[src/rtl/branch_pc_unit.sv]
// Branch evaluation and program-counter stage for the single-cycle miniRISC datapath.
// Owns pc, the architectural carry flag and the run/halt state that gates fetch.
module branch_pc_unit #(
  parameter logic [31:0] RESET_PC = 32'h0000_0000,
  parameter int unsigned PC_STEP  = 4
) (
  input  logic        clk,
  input  logic        rst,
  input  logic [31:0] alu_result,
  input  logic        alu_carry,
  input  logic        alu_zero,
  input  logic        alu_sign,
  input  logic        carry_we,
  input  logic [3:0]  br_type,
  input  logic [31:0] br_offset,
  input  logic        stall,
  input  logic        halt,
  output logic [31:0] pc,
  output logic [31:0] link_addr,
  output logic        link_we,
  output logic        taken,
  output logic        carry_flag,
  output logic        halted
);

  localparam logic [3:0] BR_B    = 4'd1;
  localparam logic [3:0] BR_BR   = 4'd2;
  localparam logic [3:0] BR_BL   = 4'd3;
  localparam logic [3:0] BR_BCY  = 4'd4;
  localparam logic [3:0] BR_BNCY = 4'd5;
  localparam logic [3:0] BR_BZ   = 4'd6;
  localparam logic [3:0] BR_BNZ  = 4'd7;
  localparam logic [3:0] BR_BLTZ = 4'd8;

  typedef enum logic {
    RUN  = 1'b0,
    HALT = 1'b1
  } state_t;

  state_t      state;
  logic [31:0] seq;
  logic [31:0] rel;
  logic [31:0] reg_target;
  logic [31:0] target;
  logic        cond;
  logic        active;

  // Target arithmetic wraps modulo 2^32; the word offset's top two bits fall off the shift.
  assign seq        = pc + 32'(PC_STEP);
  assign rel        = seq + (br_offset << 2);
  assign reg_target = alu_result & 32'hFFFF_FFFC;

  // Condition and target selection; undefined codes behave as no branch.
  always_comb begin
    cond   = 1'b0;
    target = rel;
    case (br_type)
      BR_B, BR_BL: cond = 1'b1;
      BR_BR: begin
        cond   = 1'b1;
        target = reg_target;
      end
      BR_BCY:  cond = carry_flag;
      BR_BNCY: cond = ~carry_flag;
      BR_BZ:   cond = alu_zero;
      BR_BNZ:  cond = ~alu_zero;
      BR_BLTZ: cond = alu_sign;
      default: cond = 1'b0;
    endcase
  end

  // A halting instruction suppresses any branch encoded alongside it.
  assign active    = (state == RUN) && !stall && !halt;
  assign taken     = active && cond;
  assign link_we   = active && (br_type == BR_BL);
  assign link_addr = seq;

  always_ff @(posedge clk or posedge rst) begin
    if (rst) begin
      pc         <= RESET_PC;
      carry_flag <= 1'b0;
      state      <= RUN;
      halted     <= 1'b0;
    end else if (state == RUN && !stall) begin
      if (carry_we) begin
        carry_flag <= alu_carry;
      end
      if (halt) begin
        state  <= HALT;
        halted <= 1'b1;
      end else begin
        pc <= taken ? target : seq;
      end
    end
  end

endmodule

[config.mk]
export PLATFORM = sky130hd
export DESIGN_NAME = branch_pc_unit
export DESIGN_NICKNAME = d
export VERILOG_FILES = /design/src/rtl/branch_pc_unit.sv
export SDC_FILE = /design/constraint.sdc
export NUM_CORES = 1
export LEC_CHECK = 0
export BUFFER_PORTS_ARGS = -buffer_cell sky130_fd_sc_hd__clkbuf_2
export CAP_MARGIN = 20
export CELL_PAD_IN_SITES_DETAIL_PLACEMENT = 0
export CELL_PAD_IN_SITES_GLOBAL_PLACEMENT = 1
export CORE_AREA = 2 2 111 113
export DETAILED_ROUTE_END_ITERATION = 8
export DIE_AREA = 0 0 113 115
export PLACE_DENSITY = 0.93
export SYNTH_ARGS = -nofsm -noshare
export SYNTH_HDL_FRONTEND = slang
export SYNTH_SLANG_ARGS = --single-unit
[constraint.sdc]
create_clock -name clk -period 3.9 [get_ports clk]
set_clock_uncertainty 0.1 [all_clocks]
set_input_delay 0.39 -clock clk [delete_from_list [all_inputs] [get_ports clk]]
set_output_delay 0.39 -clock clk [all_outputs]
set_load 0.02 [all_outputs]
==> results of run 1 <==
[cell usage after synthesis (all sizes together) (6+ instances only)]
| cell type | n |
|---|---|
| a21o | 14 |
| a31oi | 10 |
| inv | 11 |
| nand4 | 14 |
| o211ai | 8 |
| nor3 | 9 |
| nand3 | 26 |
| a211oi | 15 |
| dfrtp | 32 |
| nand2 | 56 |
| ha | 36 |
| a21oi | 62 |
| xnor2 | 34 |
| o21ai | 52 |
| nor2 | 42 |
| and4 | 6 |
| clkbuf | 23 |
| nor2b | 8 |
| buf | 11 |
| xor2 | 12 |
| o22ai | 10 |
| and3 | 18 |
| nand2b | 8 |
[kinds of logic (layout without fill, tap and decap cells)]
group	Yosys count	in the layout	synth area share, %
adder cells (fa/ha/maj)	37	37	11.0
other	1	4	0.0874
XOR/XNOR	46	46	9.57
multiplexers	5	5	1.25
AND/OR/NAND/NOR	203	203	24.9
AO/OA/AOI/OAI	206	206	30.0
flip-flops	32	32	18.7
buffers and inverters	45	187	4.55
[final timing paths]
| path | from | endpoint | slack [ps] |
|---|---|---|---|
| max | pc[3]$_DFFE_PP0P_ | pc[30]$_DFFE_PP0P_ | 260 |
| max reg2reg | pc[3]$_DFFE_PP0P_ | pc[30]$_DFFE_PP0P_ | 260 |
| min in group clk | alu_carry | carry_flag$_DFFE_PP0P_ | 250 |
| min | rst | pc[31]$_DFFE_PP0P_ | 100 |
| min reg2reg | pc[3]$_DFFE_PP0P_ | pc[3]$_DFFE_PP0P_ | 440 |
| max in group asynchronous | rst | pc[7]$_DFFE_PP0P_ | 3250 |
[per-layer routing]
metal	track usage (%)	vias up
li1	-	2428
met1	30.9	2362
met2	37.4	254
met3	3.80	27
met4	6.50	0
met5	0	-
[timing repair]
action                     4_1_cts  5_1_grt
hold buffers                     0        0
resized for setup                0        8
buffers inserted                 0        2
setup endpoints to repair        0       10
[report_power, final]
group	internal, uW	total (uW)	leakage [uW]	switching, uW
Sequential	402	521	0.000396	119
Combinational	626	1550	0.00211	920
Clock	337	492	0.0000901	155
[final cells by class]
type	count	area, um2
Sequential cell	32	802
Multi-Input combinational cell	501	3350
Fill cell	1177	6330
Inverter	11	41.3
Clock buffer	7	153
Tap cell	147	184
Clock inverter	1	30.0
Timing Repair Buffer	168	923
[worst max-delay path: stages (launching register included)]
cell and delay (ps):
sky130_fd_sc_hd__dfrtp_1 380, sky130_fd_sc_hd__ha_1 350, sky130_fd_sc_hd__nand3_1 140, sky130_fd_sc_hd__xnor2_1 170, sky130_fd_sc_hd__ha_1 380, sky130_fd_sc_hd__and3_1 220, sky130_fd_sc_hd__a221o_1 230, sky130_fd_sc_hd__o211ai_1 170
sky130_fd_sc_hd__buf_4 180, sky130_fd_sc_hd__o21ai_1 230, sky130_fd_sc_hd__nand4_1 310, sky130_fd_sc_hd__o31ai_1 400, sky130_fd_sc_hd__xnor2_1 170, sky130_fd_sc_hd__a21oi_1 90
[flip-flops by register name, indices dropped and copies added (netlist names)]
name	count
carry_flag	1
halted	1
pc	30
[metrics by stage]
step                      utilization (%)  total power, uW  setup WS (ps)  std cells
after global placement               44.5             2000            211        857
final                                46.4             2560            259        867
after global routing                 46.4             2740          -15.3        867
after CTS                            46.0             2540            127        865
after detailed placement             44.5             2030            161        857
after floorplan                         -             1550           15.8        578
==> impl_metrics.json, run 1 <==
{
  "status": "complete, but fails checks",
  "violations_in_the_final_reports": "DRC",
  "synth_seq_cells": 32,
  "track_usage_pct": 22.7,
  "drt-wirelength-per-cell_um": 17.4,
  "topRoutingLayerUsed": "met4",
  "grt_pass1_vias": 4905,
  "setup.worst_path.start_class": "flip-flop",
  "net_count_final": 832,
  "worstPathArrival_ps": 3700,
  "most-common-layout-cells": "sky130_fd_sc_hd__clkbuf_2 (135), sky130_fd_sc_hd__a21oi_1 (62), sky130_fd_sc_hd__nand2_1 (56), sky130_fd_sc_hd__o21ai_0 (50), sky130_fd_sc_hd__nor2_1 (42)",
  "fin_crit_ps": 3640,
  "worst_ir_drop_vdd_uv": 259,
  "register_to_register_path_depth": 13,
  "post_synth_inst_count": 575,
  "placement_rows": 40,
  "grt_max_degree": 35,
  "pwr_density_cell_nw_per_um2": 466,
  "drt_drc_violations_left": 10,
  "met2_wirelength_mm": 6.86,
  "antennaDiodeCount": 0,
  "maximum_root_to_sink_buffer_count": 2,
  "gp_congestion": 0.988,
  "vias": 5071,
  "detailedRoute.firstIterationViolations": 426,
  "grt_pass1_wl_mm": 24.1,
  "distinct_cell_type_count_after_synthesis": 74,
  "placeableCoreArea_um2": 11800,
  "final_hpwl_from_detailed_placement_mm": 11.7,
  "clkSinkCount": 32,
  "antenna_violating_nets_post_route": 0,
  "ys_top_cells_by_area": "sky130_fd_sc_hd__dfrtp_1 (19%), sky130_fd_sc_hd__ha_1 (11%), sky130_fd_sc_hd__a21oi_1 (7.2%)",
  "number_of_buffers_created_by_cts": 5,
  "timing.critical_path.to_type": "flip-flop",
  "final_worst_hold_slack_ps": 98.0,
  "synth-async-reset-ratio_pct": 100,
  "grt-ovfl-total": 0,
  "portion_of_the_post_synthesis_area_used_by_sequential_elements_pct": 18.7,
  "met1Wirelength_mm": 6.46,
  "h-tree-depth": 2,
  "die_area_um2": 13000,
  "viasPerCell": 5.85,
  "cts_tree": "built",
  "finalInstanceArea_um2": 5490,
  "final_common_cell": "sky130_fd_sc_hd__clkbuf_2",
  "dr_wl_met3_mm": 1.40,
  "floorplan.die.height_um": 115,
  "worst-path-max-fanout": 6,
  "drt-total-wl_mm": 15.1,
  "setup_total_negative_slack_ps": 0,
  "slew_headroom_pct": 44.2,
  "die_width_um": 113,
  "ratio_of_cells_with_drive_above_1_in_the_final_layout_pct": 27.6,
  "timing_worst_slew_pin_value_ps": 837,
  "max_cap_violations": 0,
  "fmax_ghz": 0.275,
  "final.period_utilization_pct": 93.4,
  "holdCritPathClass": "in2async",
  "flip_flop_cell_with_the_highest_count_after_synthesis": "sky130_fd_sc_hd__dfrtp_1",
  "final-hold-violation-count": 0,
  "setup_viol_count_final": 0,
  "total_leakage_power_uw": 0.00260,
  "cts.clk_slew.worst_paths_ps": 60,
  "area_delta_synth_final_pct": 27.9,
  "clock_insertion_delay_worst_skew_ps": 280,
  "critical_path_rt_ps": 3950,
  "post-synth-top-area-cell": "sky130_fd_sc_hd__dfrtp_1",
  "syn_area_per_cell_um2": 7.46,
  "cts_root_buf": "sky130_fd_sc_hd__clkbuf_16",
  "grt_antenna_before_repair": 0,
  "initial_standard_cell_utilization_of_the_core_pct": 36.3,
  "count_of_flip_flops_with_a_built_in_enable_after_synthesis": 0,
  "postPlaceCellArea_um2": 5260,
  "drt_pass1_iterations": 7,
  "timing.setup.critical_path_class": "reg2reg",
  "numPortBuffers": 135,
  "max_transition_viols_final": 0,
  "synth.top_cell.area_share_pct": 18.7,
  "synth_warnings": 0,
  "boundaryPins": 144,
  "synth.cell_area_um2": 4290
}
Note: power is estimated with default switching activity, not from simulation.
==> inputs of run 2 (changes only) <==
- MAX_ROUTING_LAYER: default -> met4
==> run 2 against run 1 <==
Against the previous run: the run still ends with DRC left; utilization is 0.43 points lower; final cell count is 0.35% lower; combinational power about the same; worst setup slack better by 7.9 ps; power fell by 1.5%; sequential cell count did not move; via count down 1.0%; count of clock-buffer cells in the layout shrank 1; wire length decreased by 0.37%; clock power fell by 5.9%; critical path type unchanged; highest routed layer unchanged.
==> impl_metrics.json, run 2 (synthesized netlist as in run 1, its figures left out) <==
{
  "status": "complete, but fails checks",
  "violations_in_the_final_reports": "DRC",
  "holdCritPathClass": "in2async",
  "placeableCoreArea_um2": 11800,
  "setup.worst_path.start_class": "flip-flop",
  "register_to_register_path_depth": 12,
  "worstReg2RegEnd": "pc[31]$_DFFE_PP0P_",
  "fmax_ghz": 0.275,
  "floorplan.die.height_um": 115,
  "timing.critical_path.to_type": "flip-flop",
  "grt_pass1_wl_mm": 23.4,
  "cts_tree": "built",
  "fillCellCount": 1203,
  "final_worst_hold_slack_ps": 106,
  "drt_pass1_iterations": 7,
  "track_usage_pct": 22.9,
  "maximum_root_to_sink_buffer_count": 2,
  "placement_rows": 40,
  "cts.clk_slew.worst_paths_ps": 70,
  "pwr_density_cell_nw_per_um2": 464,
  "ratio_of_cells_with_drive_above_1_in_the_final_layout_pct": 27.1,
  "slew_headroom_pct": 41.7,
  "antenna_violating_nets_post_route": 0,
  "die_width_um": 113,
  "max_flop_register": "pc",
  "area_delta_synth_final_pct": 26.7,
  "worst_path_max_delay_cell": "sky130_fd_sc_hd__dfrtp_1",
  "worst_ir_drop_vdd_uv": 251,
  "antennaDiodeCount": 0,
  "combPwrFrac_pct": 61.1,
  "power_frac_seq_pct": 20.5,
  "final-hold-violation-count": 0,
  "grt_max_degree": 35,
  "fin_crit_ps": 3630,
  "worstPathArrival_ps": 3690,
  "drt-total-wl_mm": 15.0,
  "critical_path_rt_ps": 3960,
  "gp_congestion": 1.00,
  "grt_antenna_before_repair": 0,
  "final_common_cell": "sky130_fd_sc_hd__clkbuf_2",
  "drt-wirelength-per-cell_um": 17.4,
  "clock_insertion_delay_worst_skew_ps": 280,
  "most-common-layout-cells": "sky130_fd_sc_hd__clkbuf_2 (135), sky130_fd_sc_hd__a21oi_1 (61), sky130_fd_sc_hd__nand2_1 (56), sky130_fd_sc_hd__o21ai_0 (50), sky130_fd_sc_hd__nor2_1 (41)",
  "postPlaceCellArea_um2": 5240,
  "r2r_setup_slack_ps": 270,
  "layout_setup_ws_ps": 267,
  "max_cap_violations": 0,
  "detailedPlace.worstSlack_ps": 126,
  "pwr-share-clk_pct": 18.4,
  "largest_registers_ranked_by_flip_flop_count": "pc (30), carry_flag (1), halted (1)",
  "finalInstanceArea_um2": 5430,
  "timing.setup.critical_path_class": "reg2reg",
  "drt_drc_violations_left": 10,
  "max_transition_viols_final": 0,
  "numPortBuffers": 135,
  "setup_total_negative_slack_ps": 0,
  "cts_hold_repair.buffers": 0,
  "final.period_utilization_pct": 93.2,
  "number_of_buffers_created_by_cts": 5,
  "internal-power_uw": 1320,
  "grt_pass1_vias": 4682,
  "detailedRoute.firstIterationViolations": 368,
  "cts_root_buf": "sky130_fd_sc_hd__clkbuf_16",
  "power_switching_share_pct": 47.5,
  "layout.core_utilization_pct": 46.0,
  "path_cells": "and4_4 > and3_1 > nand4_1 > xnor2_1 > ha_1 > a21o_1 > a211oi_1 > o21ai_0 > a41o_1 > a21oi_1 > a21boi_0 > nor3_1",
  "total_leakage_power_uw": 0.00256,
  "largest_register_ffs": 30,
  "die_area_um2": 13000,
  "viasPerCell": 5.81,
  "final_hpwl_from_detailed_placement_mm": 11.4,
  "initial_standard_cell_utilization_of_the_core_pct": 36.3,
  "boundaryPins": 144,
  "critical_path.reg2reg.startpoint": "pc[7]$_DFFE_PP0P_",
  "net_count_final": 829,
  "setup_viol_count_final": 0,
  "grt-ovfl-total": 0,
  "vias": 5020,
  "worst-path-max-fanout": 8,
  "timing_worst_slew_pin_value_ps": 875,
  "clkSinkCount": 32,
  "timing.critical_path.slowest_cell_delay_ps": 490,
  "h-tree-depth": 2,
  "power.net_switching_uw": 1200
}
## run 2: cell count changes in the layout (fill, tap and decap cells not counted), moves of 2 or more
cell	delta
sky130_fd_sc_hd__buf_4	-4
sky130_fd_sc_hd__clkbuf_8	-2
sky130_fd_sc_hd__xnor2_1	+2
sky130_fd_sc_hd__xnor2_2	-2
## run 2: routing by layer
metal / vias up / global-route usage, % / wire [um]
li1: 2416 / - / -
met4: 0 / 6.18 / 323
met1: 2327 / 29.7 / 6420
met3: 26 / 3.43 / 1410
met2: 251 / 37.4 / 6850
met5: - / - / 0
## run 2: what timing repair did
| action | CTS | global route |
|---|---|---|
| gates resized for setup | 0 | 6 |
| buffers inserted | 0 | 0 |
| endpoints found under the setup margin | 0 | 7 |
## run 2: how the worst max path moves through the flow
stage | from | endpoint | depth (start not counted)
6_report | pc[7]$_DFFE_PP0P_ | pc[31]$_DFFE_PP0P_ | 12
4_1_cts | pc[5]$_DFFE_PP0P_ | pc[27]$_DFFE_PP0P_ | 14
2_1_floorplan | pc[4]$_DFFE_PP0P_ | pc[27]$_DFFE_PP0P_ | 14
3_5_place_dp | pc[5]$_DFFE_PP0P_ | pc[27]$_DFFE_PP0P_ | 14
3_3_place_gp | pc[5]$_DFFE_PP0P_ | pc[27]$_DFFE_PP0P_ | 14
5_1_grt | pc[11]$_DFFE_PP0P_ | pc[30]$_DFFE_PP0P_ | 14
## run 2: critical path, delay by kind of cell, from the launching register on
family | cells | cell delay, ps
adder cells (fa/ha/maj) | 1 | 340
flip-flops | 1 | 490
XOR/XNOR | 1 | 250
AO/OA/AOI/OAI | 6 | 1590
AND/OR/NAND/NOR | 4 | 750
## run 2: layout make-up
cell class              instances  area [um2]  share of cell area [%]
clock buffers                   6         129                    2.37
clock inverters                 2        35.0                   0.645
inverters                      11        41.3                   0.760
multi-input cells             501        3340                    61.5
flip-flops and latches         32         801                    14.7
well taps                     147         184                    3.38
repair buffers                165         905                    16.6
## run 2: per-stage QoR
stage / instances / total power (uW)
after global routing: 864 / 2690
after CTS: 863 / 2500
after global placement: 855 / 2000
after detailed placement: 855 / 2030
final: 864 / 2520
after floorplan: 578 / 1550
## run 2: power by group through the flow
stage	Combinational, uW	Clock, uW	Sequential, uW
5_1_grt	1680	477	531
2_1_floorplan	964	0	581
3_3_place_gp	1490	0	514
6_report	1540	463	518
4_1_cts	1520	466	515
3_5_place_dp	1510	0	520
